`config.mk`:
```
export PLATFORM = sky130hd
export DESIGN_NAME = vc_buffer
export DESIGN_NICKNAME = d
export VERILOG_FILES = /design/src/rtl/buffer_pkg.sv /design/src/rtl/vc_fifo_ctrl.sv /design/src/rtl/vc_buffer.sv
export SDC_FILE = /design/constraint.sdc
export NUM_CORES = 1
export LEC_CHECK = 0
export BUFFER_PORTS_ARGS = -buffer_cell sky130_fd_sc_hd__buf_4
export CAP_MARGIN = 25
export CORE_ASPECT_RATIO = 0.75
export CORE_MARGIN = 8
export CORE_UTILIZATION = 44
export CTS_CLUSTER_SIZE = 28
export DETAILED_ROUTE_END_ITERATION = 10
export PLACE_DENSITY = 0.71
export SYNTH_ARGS = -nofsm -noshare
export SYNTH_HDL_FRONTEND = slang
export SYNTH_HIERARCHICAL = 1
export SYNTH_SLANG_ARGS = --single-unit
```
`constraint.sdc`:
```
create_clock -name clk -period 4.2 [get_ports clk]
set_clock_uncertainty 0.2 [all_clocks]
set_input_delay 0.42 -clock clk [delete_from_list [all_inputs] [get_ports clk]]
set_output_delay 0.42 -clock clk [all_outputs]
set_load 0.01 [all_outputs]
```
`src/rtl/buffer_pkg.sv`:
```
// buffer_pkg: shared helpers and types for the multi-VC router input buffer.
//   clog2       - ceiling log2 constant function
//   vc_width    - width of a VC index, at least one bit
//   cnt_width   - width of an occupancy count that can hold 0..depth
//   ptr_width   - width of a head/tail pointer, at least one bit
//   credit_t    - credit pulse to the upstream router (valid, vc)
package buffer_pkg;

    // Widest VC index the credit record can carry; users slice down to VC_W.
    localparam int CREDIT_VC_MAX_W = 8;

    function automatic int clog2(input int value);
        int result;
        int one;
        result = 0;
        one    = 1;
        for (int i = 0; i < 31; i++) begin
            if ((one << i) < value) begin
                result = i + 1;
            end
        end
        return result;
    endfunction

    function automatic int vc_width(input int num_vc);
        return (num_vc <= 1) ? 1 : clog2(num_vc);
    endfunction

    function automatic int cnt_width(input int depth);
        return clog2(depth + 1);
    endfunction

    function automatic int ptr_width(input int depth);
        return (depth <= 2) ? 1 : clog2(depth);
    endfunction

    typedef struct packed {
        logic                       valid;
        logic [CREDIT_VC_MAX_W-1:0] vc;
    } credit_t;

endpackage

```
`src/rtl/vc_fifo_ctrl.sv`:
```
// vc_fifo_ctrl: pointer/count bookkeeping for one virtual channel.
//   clk, rst          - clock, asynchronous active-high reset
//   wr_req, rd_req    - write / read requests already decoded for this VC
//   wr_ok, rd_ok      - request accepted this cycle (from pre-edge full/empty)
//   head, tail        - read and write slot within this VC's region
//   count, count_nxt  - current occupancy and occupancy after this edge
//   empty, full       - registered flags derived from the count
//   overflow          - sticky: a write was attempted while full
module vc_fifo_ctrl #(
    parameter int DEPTH = 8,
    parameter int CNT_W = 4,
    parameter int PTR_W = 3
) (
    input  logic             clk,
    input  logic             rst,
    input  logic             wr_req,
    input  logic             rd_req,
    output logic             wr_ok,
    output logic             rd_ok,
    output logic [PTR_W-1:0] head,
    output logic [PTR_W-1:0] tail,
    output logic [CNT_W-1:0] count,
    output logic [CNT_W-1:0] count_nxt,
    output logic             empty,
    output logic             full,
    output logic             overflow
);

    logic [PTR_W-1:0] head_r;
    logic [PTR_W-1:0] tail_r;
    logic [CNT_W-1:0] count_r;
    logic             empty_r;
    logic             full_r;
    logic             overflow_r;

    // Accept decisions and next occupancy; a full VC takes only the read, an empty VC only the write.
    always_comb begin
        wr_ok = wr_req && !full_r;
        rd_ok = rd_req && !empty_r;
        case ({wr_ok, rd_ok})
            2'b10:   count_nxt = count_r + CNT_W'(1);
            2'b01:   count_nxt = count_r - CNT_W'(1);
            default: count_nxt = count_r;
        endcase
    end

    // Pointers wrap explicitly at DEPTH-1 so non-power-of-two depths work; flags follow the count.
    always_ff @(posedge clk or posedge rst) begin
        if (rst) begin
            head_r     <= '0;
            tail_r     <= '0;
            count_r    <= '0;
            empty_r    <= 1'b1;
            full_r     <= 1'b0;
            overflow_r <= 1'b0;
        end else begin
            if (rd_ok) begin
                head_r <= (head_r == PTR_W'(DEPTH - 1)) ? '0 : head_r + PTR_W'(1);
            end
            if (wr_ok) begin
                tail_r <= (tail_r == PTR_W'(DEPTH - 1)) ? '0 : tail_r + PTR_W'(1);
            end
            if (wr_req && full_r) begin
                overflow_r <= 1'b1;
            end
            count_r <= count_nxt;
            empty_r <= (count_nxt == CNT_W'(0));
            full_r  <= (count_nxt == CNT_W'(DEPTH));
        end
    end

    assign head     = head_r;
    assign tail     = tail_r;
    assign count    = count_r;
    assign empty    = empty_r;
    assign full     = full_r;
    assign overflow = overflow_r;

endmodule

```
`src/rtl/vc_buffer.sv`:
```
// vc_buffer: NUM_VC show-ahead FIFOs sharing one storage array, with credit
// return to the upstream router and sticky per-VC overflow flags.
//   clk, rst                 - clock, asynchronous active-high reset
//   in_valid/in_vc/in_data   - write port
//   out_req/out_vc/out_data  - dequeue request and combinational head flit of out_vc
//   empty, full, usedw       - per-VC flags and occupancy (VC0 in LSBs)
//   credit_valid, credit_vc  - one-cycle credit pulse after each accepted read
//   overflow                 - sticky per-VC write-while-full flag
//   peak_usedw               - per-VC high-water mark
// Build option: define VC_BUFFER_STATS_EN to enable high-water tracking and a
// periodic simulation-only occupancy print; otherwise peak_usedw reads zero.
module vc_buffer
    import buffer_pkg::*;
#(
    parameter  int BUFFER_DEPTH = 8,
    parameter  int BUFFER_WIDTH = 64,
    parameter  int NUM_VC       = 2,
    localparam int VC_W         = vc_width(NUM_VC),
    localparam int CNT_W        = cnt_width(BUFFER_DEPTH)
) (
    input  logic                    clk,
    input  logic                    rst,
    input  logic                    in_valid,
    input  logic [VC_W-1:0]         in_vc,
    input  logic [BUFFER_WIDTH-1:0] in_data,
    input  logic                    out_req,
    input  logic [VC_W-1:0]         out_vc,
    output logic [BUFFER_WIDTH-1:0] out_data,
    output logic [NUM_VC-1:0]       empty,
    output logic [NUM_VC-1:0]       full,
    output logic [NUM_VC*CNT_W-1:0] usedw,
    output logic                    credit_valid,
    output logic [VC_W-1:0]         credit_vc,
    output logic [NUM_VC-1:0]       overflow,
    output logic [NUM_VC*CNT_W-1:0] peak_usedw
);

    localparam int PTR_W  = ptr_width(BUFFER_DEPTH);
    localparam int ADDR_W = ptr_width(NUM_VC * BUFFER_DEPTH);

    logic [BUFFER_WIDTH-1:0]            mem_r [NUM_VC*BUFFER_DEPTH];
    logic [NUM_VC-1:0]                  wr_req_s;
    logic [NUM_VC-1:0]                  rd_req_s;
    logic [NUM_VC-1:0]                  wr_ok_s;
    logic [NUM_VC-1:0]                  rd_ok_s;
    logic [NUM_VC-1:0][PTR_W-1:0]       head_s;
    logic [NUM_VC-1:0][PTR_W-1:0]       tail_s;
    logic [NUM_VC-1:0][CNT_W-1:0]       count_s;
    logic [NUM_VC-1:0][CNT_W-1:0]       count_nxt_s;
    logic                               in_vc_ok_s;
    logic                               out_vc_ok_s;
    logic [ADDR_W-1:0]                  wr_addr_s;
    logic [ADDR_W-1:0]                  rd_addr_s;
    credit_t                            credit_r;

    // Decode requests per VC; an out-of-range VC index raises no request at all.
    always_comb begin
        in_vc_ok_s  = (int'(in_vc) < NUM_VC);
        out_vc_ok_s = (int'(out_vc) < NUM_VC);
        for (int v = 0; v < NUM_VC; v++) begin
            wr_req_s[v] = in_valid && in_vc_ok_s && (int'(in_vc) == v);
            rd_req_s[v] = out_req && out_vc_ok_s && (int'(out_vc) == v);
        end
    end

    for (genvar v = 0; v < NUM_VC; v++) begin : g_vc
        vc_fifo_ctrl #(
            .DEPTH (BUFFER_DEPTH),
            .CNT_W (CNT_W),
            .PTR_W (PTR_W)
        ) u_ctrl (
            .clk       (clk),
            .rst       (rst),
            .wr_req    (wr_req_s[v]),
            .rd_req    (rd_req_s[v]),
            .wr_ok     (wr_ok_s[v]),
            .rd_ok     (rd_ok_s[v]),
            .head      (head_s[v]),
            .tail      (tail_s[v]),
            .count     (count_s[v]),
            .count_nxt (count_nxt_s[v]),
            .empty     (empty[v]),
            .full      (full[v]),
            .overflow  (overflow[v])
        );
    end

    // Each VC owns a contiguous BUFFER_DEPTH-word region of the shared array.
    always_comb begin
        if (in_vc_ok_s) begin
            wr_addr_s = ADDR_W'(int'(in_vc) * BUFFER_DEPTH + int'(tail_s[in_vc]));
        end else begin
            wr_addr_s = '0;
        end
        if (out_vc_ok_s) begin
            rd_addr_s = ADDR_W'(int'(out_vc) * BUFFER_DEPTH + int'(head_s[out_vc]));
            out_data  = mem_r[rd_addr_s];
        end else begin
            rd_addr_s = '0;
            out_data  = '0;
        end
    end

    // Shared storage; contents are deliberately left unreset.
    always_ff @(posedge clk) begin
        if (|wr_ok_s) begin
            mem_r[wr_addr_s] <= in_data;
        end
    end

    // One credit per accepted read, tagged with the VC that was dequeued.
    always_ff @(posedge clk or posedge rst) begin
        if (rst) begin
            credit_r <= '0;
        end else begin
            credit_r.valid <= |rd_ok_s;
            if (|rd_ok_s) begin
                credit_r.vc <= CREDIT_VC_MAX_W'(out_vc);
            end
        end
    end

    logic credit_unused_s;
    assign credit_unused_s = ^credit_r.vc;
    assign credit_valid    = credit_r.valid;
    assign credit_vc       = credit_r.vc[VC_W-1:0];
    assign usedw           = count_s;

`ifdef VC_BUFFER_STATS_EN
    logic [NUM_VC-1:0][CNT_W-1:0] peak_r;

    // High-water mark compares against the next count so it moves on the same edge as usedw.
    always_ff @(posedge clk or posedge rst) begin
        if (rst) begin
            peak_r <= '0;
        end else begin
            for (int v = 0; v < NUM_VC; v++) begin
                if (count_nxt_s[v] > peak_r[v]) begin
                    peak_r[v] <= count_nxt_s[v];
                end
            end
        end
    end

    assign peak_usedw = peak_r;

`ifndef SYNTHESIS
    logic [5:0] stat_cnt_r;

    // Periodic occupancy print for simulation runs only.
    always_ff @(posedge clk or posedge rst) begin
        if (rst) begin
            stat_cnt_r <= 6'd0;
        end else begin
            stat_cnt_r <= stat_cnt_r + 6'd1;
            if (stat_cnt_r == 6'd63) begin
                for (int v = 0; v < NUM_VC; v++) begin
                    $display("vc_buffer stats: vc %0d usedw %0d", v, count_s[v]);
                end
            end
        end
    end
`endif
`else
    logic stats_unused_s;
    assign stats_unused_s = ^count_nxt_s;
    assign peak_usedw     = '0;
`endif

endmodule

```
==> results of run 1 <==
[area by class of cell]
| type | count | area, um^2 | area share (%) |
|---|---|---|---|
| Antenna cell | 5 | 12.5 | 0.0270 |
| Clock inverter | 54 | 510 | 1.10 |
| Clock buffer | 123 | 2590 | 5.59 |
| Sequential cell | 1052 | 31500 | 68.0 |
| Inverter | 12 | 47.5 | 0.103 |
| Multi-Input combinational cell | 1117 | 7400 | 16.0 |
| Tap cell | 1212 | 1520 | 3.28 |
| Timing Repair Buffer | 285 | 2740 | 5.92 |
[worst paths after layout]
| path | from | end | slack (ns) | depth (start not counted) |
|---|---|---|---|---|
| hold / removal | out_req | g_vc[0].u_ctrl/head[1] | 0.09 | 5 |
| setup reg to reg | g_vc[1].u_ctrl/full | mem_r[13][49] | 1.15 | 5 |
| hold reg to reg | g_vc[0].u_ctrl/overflow | g_vc[0].u_ctrl/overflow | 0.27 | 1 |
| setup / recovery | out_vc | out_data[22] | 0.44 | 8 |
| min in group asynchronous | rst | g_vc[1].u_ctrl/full | 0.15 | 3 |
| max in group asynchronous | rst | credit_valid | 3.17 | 4 |
[cells by family after synthesis]
| group | Yosys count |
|---|---|
| AOI/OAI and AO/OA | 600 |
| muxes | 14 |
| xor gates and xnor gates | 10 |
| other | 1 |
| buffers and inverters | 171 |
| DFF | 1052 |
| and+or+nand+nor | 472 |
| adders and majority gates | 13 |
[registers in the layout (all words and copies together), names as in the netlist]
name                  count
g_vc.u_ctrl/count         8
g_vc.u_ctrl/head          6
g_vc.u_ctrl/full          2
credit_valid              1
g_vc.u_ctrl/overflow      2
g_vc.u_ctrl/empty         2
credit_vc                 1
mem_r                  1024
g_vc.u_ctrl/tail          6
[timing repair]
item / in CTS / in global routing
buffers inserted: 0 / 0
hold endpoints to repair: 1055 / 0
hold buffers: 70 / 0
[worst max-delay path, delay by kind of cell]
kind | cells | cell delay [ns]
buffers and inverters | 4 | 1.26
multiplexers | 1 | 0.65
AO/OA/AOI/OAI | 2 | 0.64
AND/OR/NAND/NOR | 1 | 0.14
[cell usage after synthesis, types with 3 or more instances]
cell,n
a221oi_2,40
buf_6,17
inv_1,9
xnor2_1,5
xor2_1,4
edfxtp_1,1024
nand3_1,128
clkbuf_1,66
nand2b_1,6
mux2_2,5
o21ai_0,6
buf_4,11
nor3_1,7
dfrtp_1,26
a221oi_1,86
nor2b_1,4
buf_1,15
and3b_1,5
nand3b_1,3
ha_1,13
a31oi_1,5
buf_2,47
a211o_1,64
a21oi_1,130
nor2_1,28
a22oi_1,252
nand2_1,269
nor3b_1,3
a21o_1,6
mux2i_1,8
[routing by layer]
layer	vias to the layer above	GRT usage (%)
li1	9842	-
met1	11700	25.9
met2	1011	32.2
met3	164	4.01
met4	8	4.90
met5	-	0
[where the power goes]
group	total, mW	leakage, nW	switching (mW)	internal (mW)
combinational	7.71	4.21	4.72	3.00
sequential	12.6	9.58	0.352	12.3
clock	8.60	1.52	3.82	4.78
==> flow_metrics.env, run 1 <==
export IMPL_dr_pass1_iters=5
export IMPL_slowest_stage="mux2_8"
export IMPL_clk_pin_slew_worst_paths_ns=0.06
export IMPL_fin_tns_setup_ns=0
export IMPL_clk_insertion_delay_late_ns=0.67
export IMPL_clockBufferDepth=3
export IMPL_cp_max_fo=99
export IMPL_dr_wl_met2_mm=47.5
export IMPL_cts_resized=0
export IMPL_rsz0062_at_grt="no"
export IMPL_post_route_util_pct=51.8
export IMPL_layout_area_overhead_vs_synth_pct=17.0
export IMPL_syn_inst=2333
export IMPL_most_common_layout_cells="edfxtp_1, nand2_1, a22oi_1, buf_4, a21oi_1"
export IMPL_design_core_area_um2=89300
export IMPL_highest_layer="met5"
export IMPL_fin_nets=2650
export IMPL_cp_end_kind="output port"
export IMPL_finalWirelength_mm=98.7
export IMPL_critPathLaunchType="input port"
export IMPL_outcome="finished clean"
export IMPL_cts_sinks=1052
export IMPL_fmax_mhz=266
export IMPL_place_worst_setup_slack_ns=0.865
export IMPL_fin_crit_sh_pct=89.5
export IMPL_grt_max_degree=100
export IMPL_viasPerCell=5.88
export IMPL_grtUsageTotal_pct=19.3
export IMPL_grt_antenna_before_repair=8
export IMPL_synth_cell_types=61
export IMPL_synth_largest_area_cell="edfxtp_1"
export IMPL_antenna_left=0
export IMPL_drcViolationCount=0
export IMPL_drt_initial_drc_count=2430
export IMPL_drive_above_1_share_pct=16.7
export IMPL_initial_core_util_pct=44.3
export IMPL_synth_edf_count=1024
export IMPL_placed_area_um2=42500
export IMPL_yosysSeqAreaShare_pct=79.6
export IMPL_power_leakage_nw=15.3
export IMPL_cp_cell_sequence="dlygate4sd3_1 -> buf_4 -> mux2_8 -> buf_12 -> a221oi_1 -> nand3_1 -> a211o_1 -> buf_4"
export IMPL_grt_pass1_vias=23100
export IMPL_fin_cells=3860
export IMPL_synth_compound_area_share_pct=11.8
export IMPL_period_needed_ns=3.76
export IMPL_required_ns=3.58
export IMPL_synthesis_area_um2=39500
export IMPL_ys_async_sr_fraction_pct=2.66
export IMPL_slew_headroom_pct=32.5
export IMPL_routedWlPerCell_um=25.6
export IMPL_cp_data_arrival_time_ns=3.14
export IMPL_yosys_area_share_simple_pct=5.33
export IMPL_num_vias=22700
export IMPL_avgSynthCellArea_um2=16.9
export IMPL_max_stage_delay_ns=0.65
export IMPL_cts_buffers=99
export IMPL_layout_commonest_cell="edfxtp_1"
export IMPL_finalMaxSlewViolations=0
export IMPL_cp_common_cell="buf_4"
export IMPL_dp_hpwl_mm=51.1
export IMPL_synth_top_area_share_pct=77.8
export IMPL_synth_adder_area_share_pct=0.411
export IMPL_place_inst=3607
export IMPL_timing_hold_ws_ns=0.0864
export IMPL_grt_pass1_wl_mm=146
export IMPL_p_per_area_nw_per_um2=626
export IMPL_cts_tree="yes"
export IMPL_yosys_area_share_xor_xnor_pct=0.263
export IMPL_synth_seq_cells=1052
export IMPL_wl_met1_mm=40.7
export IMPL_die_h_um=276
export IMPL_yosysWarnings=6
export IMPL_maxCapViolCount=0
export IMPL_ys_flop_type="edfxtp_1"
export IMPL_worst_pin_slew_ns=1.01
export IMPL_dieArea_um2=99800
export IMPL_synthMuxAreaShare_pct=0.383
export IMPL_cts_htree_levels=3
export IMPL_place_congestion=0.768
export IMPL_postLayoutCellArea_um2=46300
export IMPL_numPortBuffers=149
export IMPL_setup_viol=0
export IMPL_hold_viol=0
export IMPL_synth_top_family_by_area="compound AO/OA/AOI/OAI gates"
export IMPL_ios=158
export IMPL_finalPower_mw=29.0
export IMPL_grt_overflow=0
export IMPL_clockRootBuffer="clkbuf_16"
export IMPL_setup_slack_ns=0.440
export IMPL_synth_area_leaders="edfxtp_1, a22oi_1, nand2_1"
export IMPL_wl_met3_mm=8.29
export IMPL_fill_cells=7028
export IMPL_num_rows=95
export IMPL_vdd_drop_max_uv=472
export IMPL_hold_path_class="in2reg"
export IMPL_path_class="in2out"
export IMPL_fp_dieW_um=362
Note: power is estimated with default switching activity, not from simulation.
==> run 2, diff against run 1 <==
PLACE_DENSITY = 0.6   (was 0.71)
SYNTH_HIERARCHICAL = not set   (was 1)
==> run 2 against run 1 <==
  * Global-route usage decreased by 0.95 points
  * Sequential cell count unchanged
  * Design area increased by 2.6%
  * Register-to-register slack about the same
  * Total power increased by 4.1%
  * Setup slack improved by 0.00059 ns
  * Synthesized cell count decreased by 2.7%
  * Largest cell class unchanged
  * Highest routed layer is now met4
==> flow_metrics.env, run 2 <==
export IMPL_fin_crit_sh_pct=89.5
export IMPL_cp_end_kind="output port"
export IMPL_drive_above_1_share_pct=14.9
export IMPL_p_per_area_nw_per_um2=635
export IMPL_dieArea_um2=103000
export IMPL_synth_edf_count=1024
export IMPL_ys_flop_type="edfxtp_1"
export IMPL_cts_resized=0
export IMPL_design_core_area_um2=93000
export IMPL_maxCapViolCount=0
export IMPL_syn_inst=2270
export IMPL_synth_largest_area_cell="edfxtp_1"
export IMPL_layout_area_overhead_vs_synth_pct=15.7
export IMPL_ios=158
export IMPL_finalWirelength_mm=96.8
export IMPL_place_worst_setup_slack_ns=0.874
export IMPL_place_congestion=0.723
export IMPL_synth_most_common_cell="edfxtp_1"
export IMPL_dr_pass1_iters=5
export IMPL_setup_viol=0
export IMPL_place_inst=3596
export IMPL_cts_sinks=1052
export IMPL_fmax_mhz=266
export IMPL_postLayoutCellArea_um2=47500
export IMPL_vdd_drop_max_uv=423
export IMPL_rsz0062_at_grt="no"
export IMPL_grt_antenna_before_repair=4
export IMPL_grt_max_degree=65
export IMPL_cts_buffers=102
export IMPL_period_needed_ns=3.76
export IMPL_cp_data_arrival_time_ns=3.14
export IMPL_synth_seq_cells=1052
export IMPL_path_class="reg2out"
export IMPL_num_rows=97
export IMPL_viasPerCell=5.47
export IMPL_initial_core_util_pct=44.2
export IMPL_post_route_util_pct=51.1
export IMPL_max_stage_delay_ns=0.53
export IMPL_cp_top_family="buffers and inverters"
export IMPL_placed_area_um2=43400
export IMPL_clk_pin_slew_worst_paths_ns=0.06
export IMPL_num_vias=21100
export IMPL_numPortBuffers=149
export IMPL_dp_hpwl_mm=47.8
export IMPL_finalPower_mw=30.1
export IMPL_required_ns=3.58
export IMPL_most_common_layout_cells="edfxtp_1, mux2i_1, o22ai_1, buf_4, nor2_1"
export IMPL_fp_dieW_um=369
export IMPL_clockBufferDepth=3
export IMPL_fill_cells=7597
export IMPL_post_cts_buffers=0
export IMPL_synth_cell_types=44
export IMPL_yosys_area_share_simple_pct=2.66
export IMPL_grt_overflow=0
export IMPL_slowest_stage="mux2i_4"
export IMPL_grt_pass1_wl_mm=142
export IMPL_synthMuxAreaShare_pct=12.6
export IMPL_grt_pass1_vias=21500
export IMPL_synth_top_family_by_area="multiplexers"
export IMPL_top_register="mem_r"
export IMPL_die_h_um=281
export IMPL_synth_adder_area_share_pct=0.427
export IMPL_outcome="finished clean"
export IMPL_layout_commonest_cell="edfxtp_1"
export IMPL_fin_cells=3862
export IMPL_synthesis_area_um2=41100
export IMPL_setup_slack_ns=0.441
export IMPL_worst_pin_slew_ns=0.972
export IMPL_yosys_top_cells_count="edfxtp_1, mux2i_1, o22ai_1, nor2_1, nand2_1"
export IMPL_cp_common_cell="buf_4"
export IMPL_ys_async_sr_fraction_pct=2.66
export IMPL_cts_tree="yes"
export IMPL_clk_insertion_delay_late_ns=0.67
export IMPL_power_leakage_nw=17.4
export IMPL_drcViolationCount=0
export IMPL_largest_reg_flops=1024
export IMPL_synth_compound_area_share_pct=4.25
export IMPL_fin_nets=2619
export IMPL_cts_htree_levels=3
export IMPL_finalMaxSlewViolations=0
export IMPL_critPathLaunchType="register"
export IMPL_slew_headroom_pct=34.9
export IMPL_yosys_area_share_xor_xnor_pct=0.213
export IMPL_avgSynthCellArea_um2=18.1
export IMPL_clockRootBuffer="clkbuf_16"
export IMPL_synth_area_leaders="edfxtp_1, mux2i_1, o22ai_1"
export IMPL_yosysSeqAreaShare_pct=76.6
export IMPL_grtUsageTotal_pct=18.3
export IMPL_yosysWarnings=0
export IMPL_cts_hold_buf=70
export IMPL_cp_cell_sequence="mux2i_4 -> buf_12 -> buf_4 -> mux2i_1 -> o22ai_1 -> nor2_1 -> nand2_1 -> buf_4"
export IMPL_drt_initial_drc_count=1575
export IMPL_cp_max_fo=36
export IMPL_critPathBufInv=3
export IMPL_routedWlPerCell_um=25.1
export IMPL_synth_top_area_share_pct=74.9
export IMPL_hold_viol=0
export IMPL_hold_path_class="in2reg"
export IMPL_antenna_left=0
==> run 2: cell types whose count changed after synthesis, moves of 113 or more <==
cell | previous run | this run
nand2_1 | 269 | 82
nor2_1 | 28 | 141
nand3_1 | 128 | 2
a21oi_1 | 130 | 4
mux2i_1 | 8 | 513
o22ai_1 | 0 | 256
a22oi_1 | 252 | 0
==> run 2: logic make-up (layout without fill, tap and decap cells) <==
kind of cell,after synthesis,count (layout)
AOI/OAI and AO/OA,276,276
xor gates and xnor gates,10,10
adders and majority gates,14,14
buffers and inverters,138,482
DFF,1052,1052
muxes,518,518
other,1,12
and+or+nand+nor,261,261
==> run 2: power by group <==
| group | total [mW] | switching [mW] | internal [mW] |
|---|---|---|---|
| Combinational | 8.39 | 4.95 | 3.44 |
| Clock | 9.08 | 3.84 | 5.24 |
| Sequential | 12.7 | 0.306 | 12.4 |
| Total | 30.1 | 9.09 | 21.1 |
==> run 2: through the flow <==
step / hold WS (ns) / setup TNS [ns]
6_report: 0.0802 / 0
5_1_grt: 0.0693 / 0
4_1_cts: 0.0396 / 0
3_5_place_dp: 0.260 / 0
3_3_place_gp: 0.256 / 0
2_1_floorplan: 0.243 / -372.94
==> run 2: worst paths after layout <==
path | start | to | slack, ns | cells past startpoint
min in group asynchronous | rst | g_vc[0].u_ctrl.count[0] | 0.12 | 3
min reg2reg | g_vc[0].u_ctrl.overflow | g_vc[0].u_ctrl.overflow | 0.28 | 1
max | g_vc[0].u_ctrl.head[1] | out_data[55] | 0.44 | 8
max reg2reg | g_vc[0].u_ctrl.full | g_vc[0].u_ctrl.full | 1.15 | 10
min | out_vc | credit_vc | 0.08 | 4
max in group asynchronous | rst | g_vc[1].u_ctrl.empty | 3.15 | 4
==> run 2: area by class of cell <==
type,instances,area [um^2],share of cell area (%)
clock inverters,69,682,1.44
diodes,4,10.0,0.0211
clock buffers,121,2650,5.57
well taps,1237,1550,3.26
multi-input cells,1087,8500,17.9
flip-flops and latches,1052,31500,66.2
inverters,11,41.3,0.0869
repair buffers,281,2620,5.51
==> run 2: layer usage <==
metal / wire length (um) / up-vias / GRT usage [%]
met5: 0 / - / 0
met4: 1780 / 0 / 4.26
met1: 42300 / 10900 / 24.7
met2: 47700 / 550 / 31.0
met3: 5070 / 132 / 3.35
li1: - / 9508 / -
==> run 2: worst reg2reg max path: stages (launching register included) <==
cell and delay (ns):
dfrtp_1 0.40, inv_1 0.06, nand3_1 0.50, ha_1 0.51, xor2_1 0.19, ha_1 0.18, a21oi_1 0.14, xor2_1 0.19
nor2_1 0.08, xor2_1 0.18, nor4_1 0.31
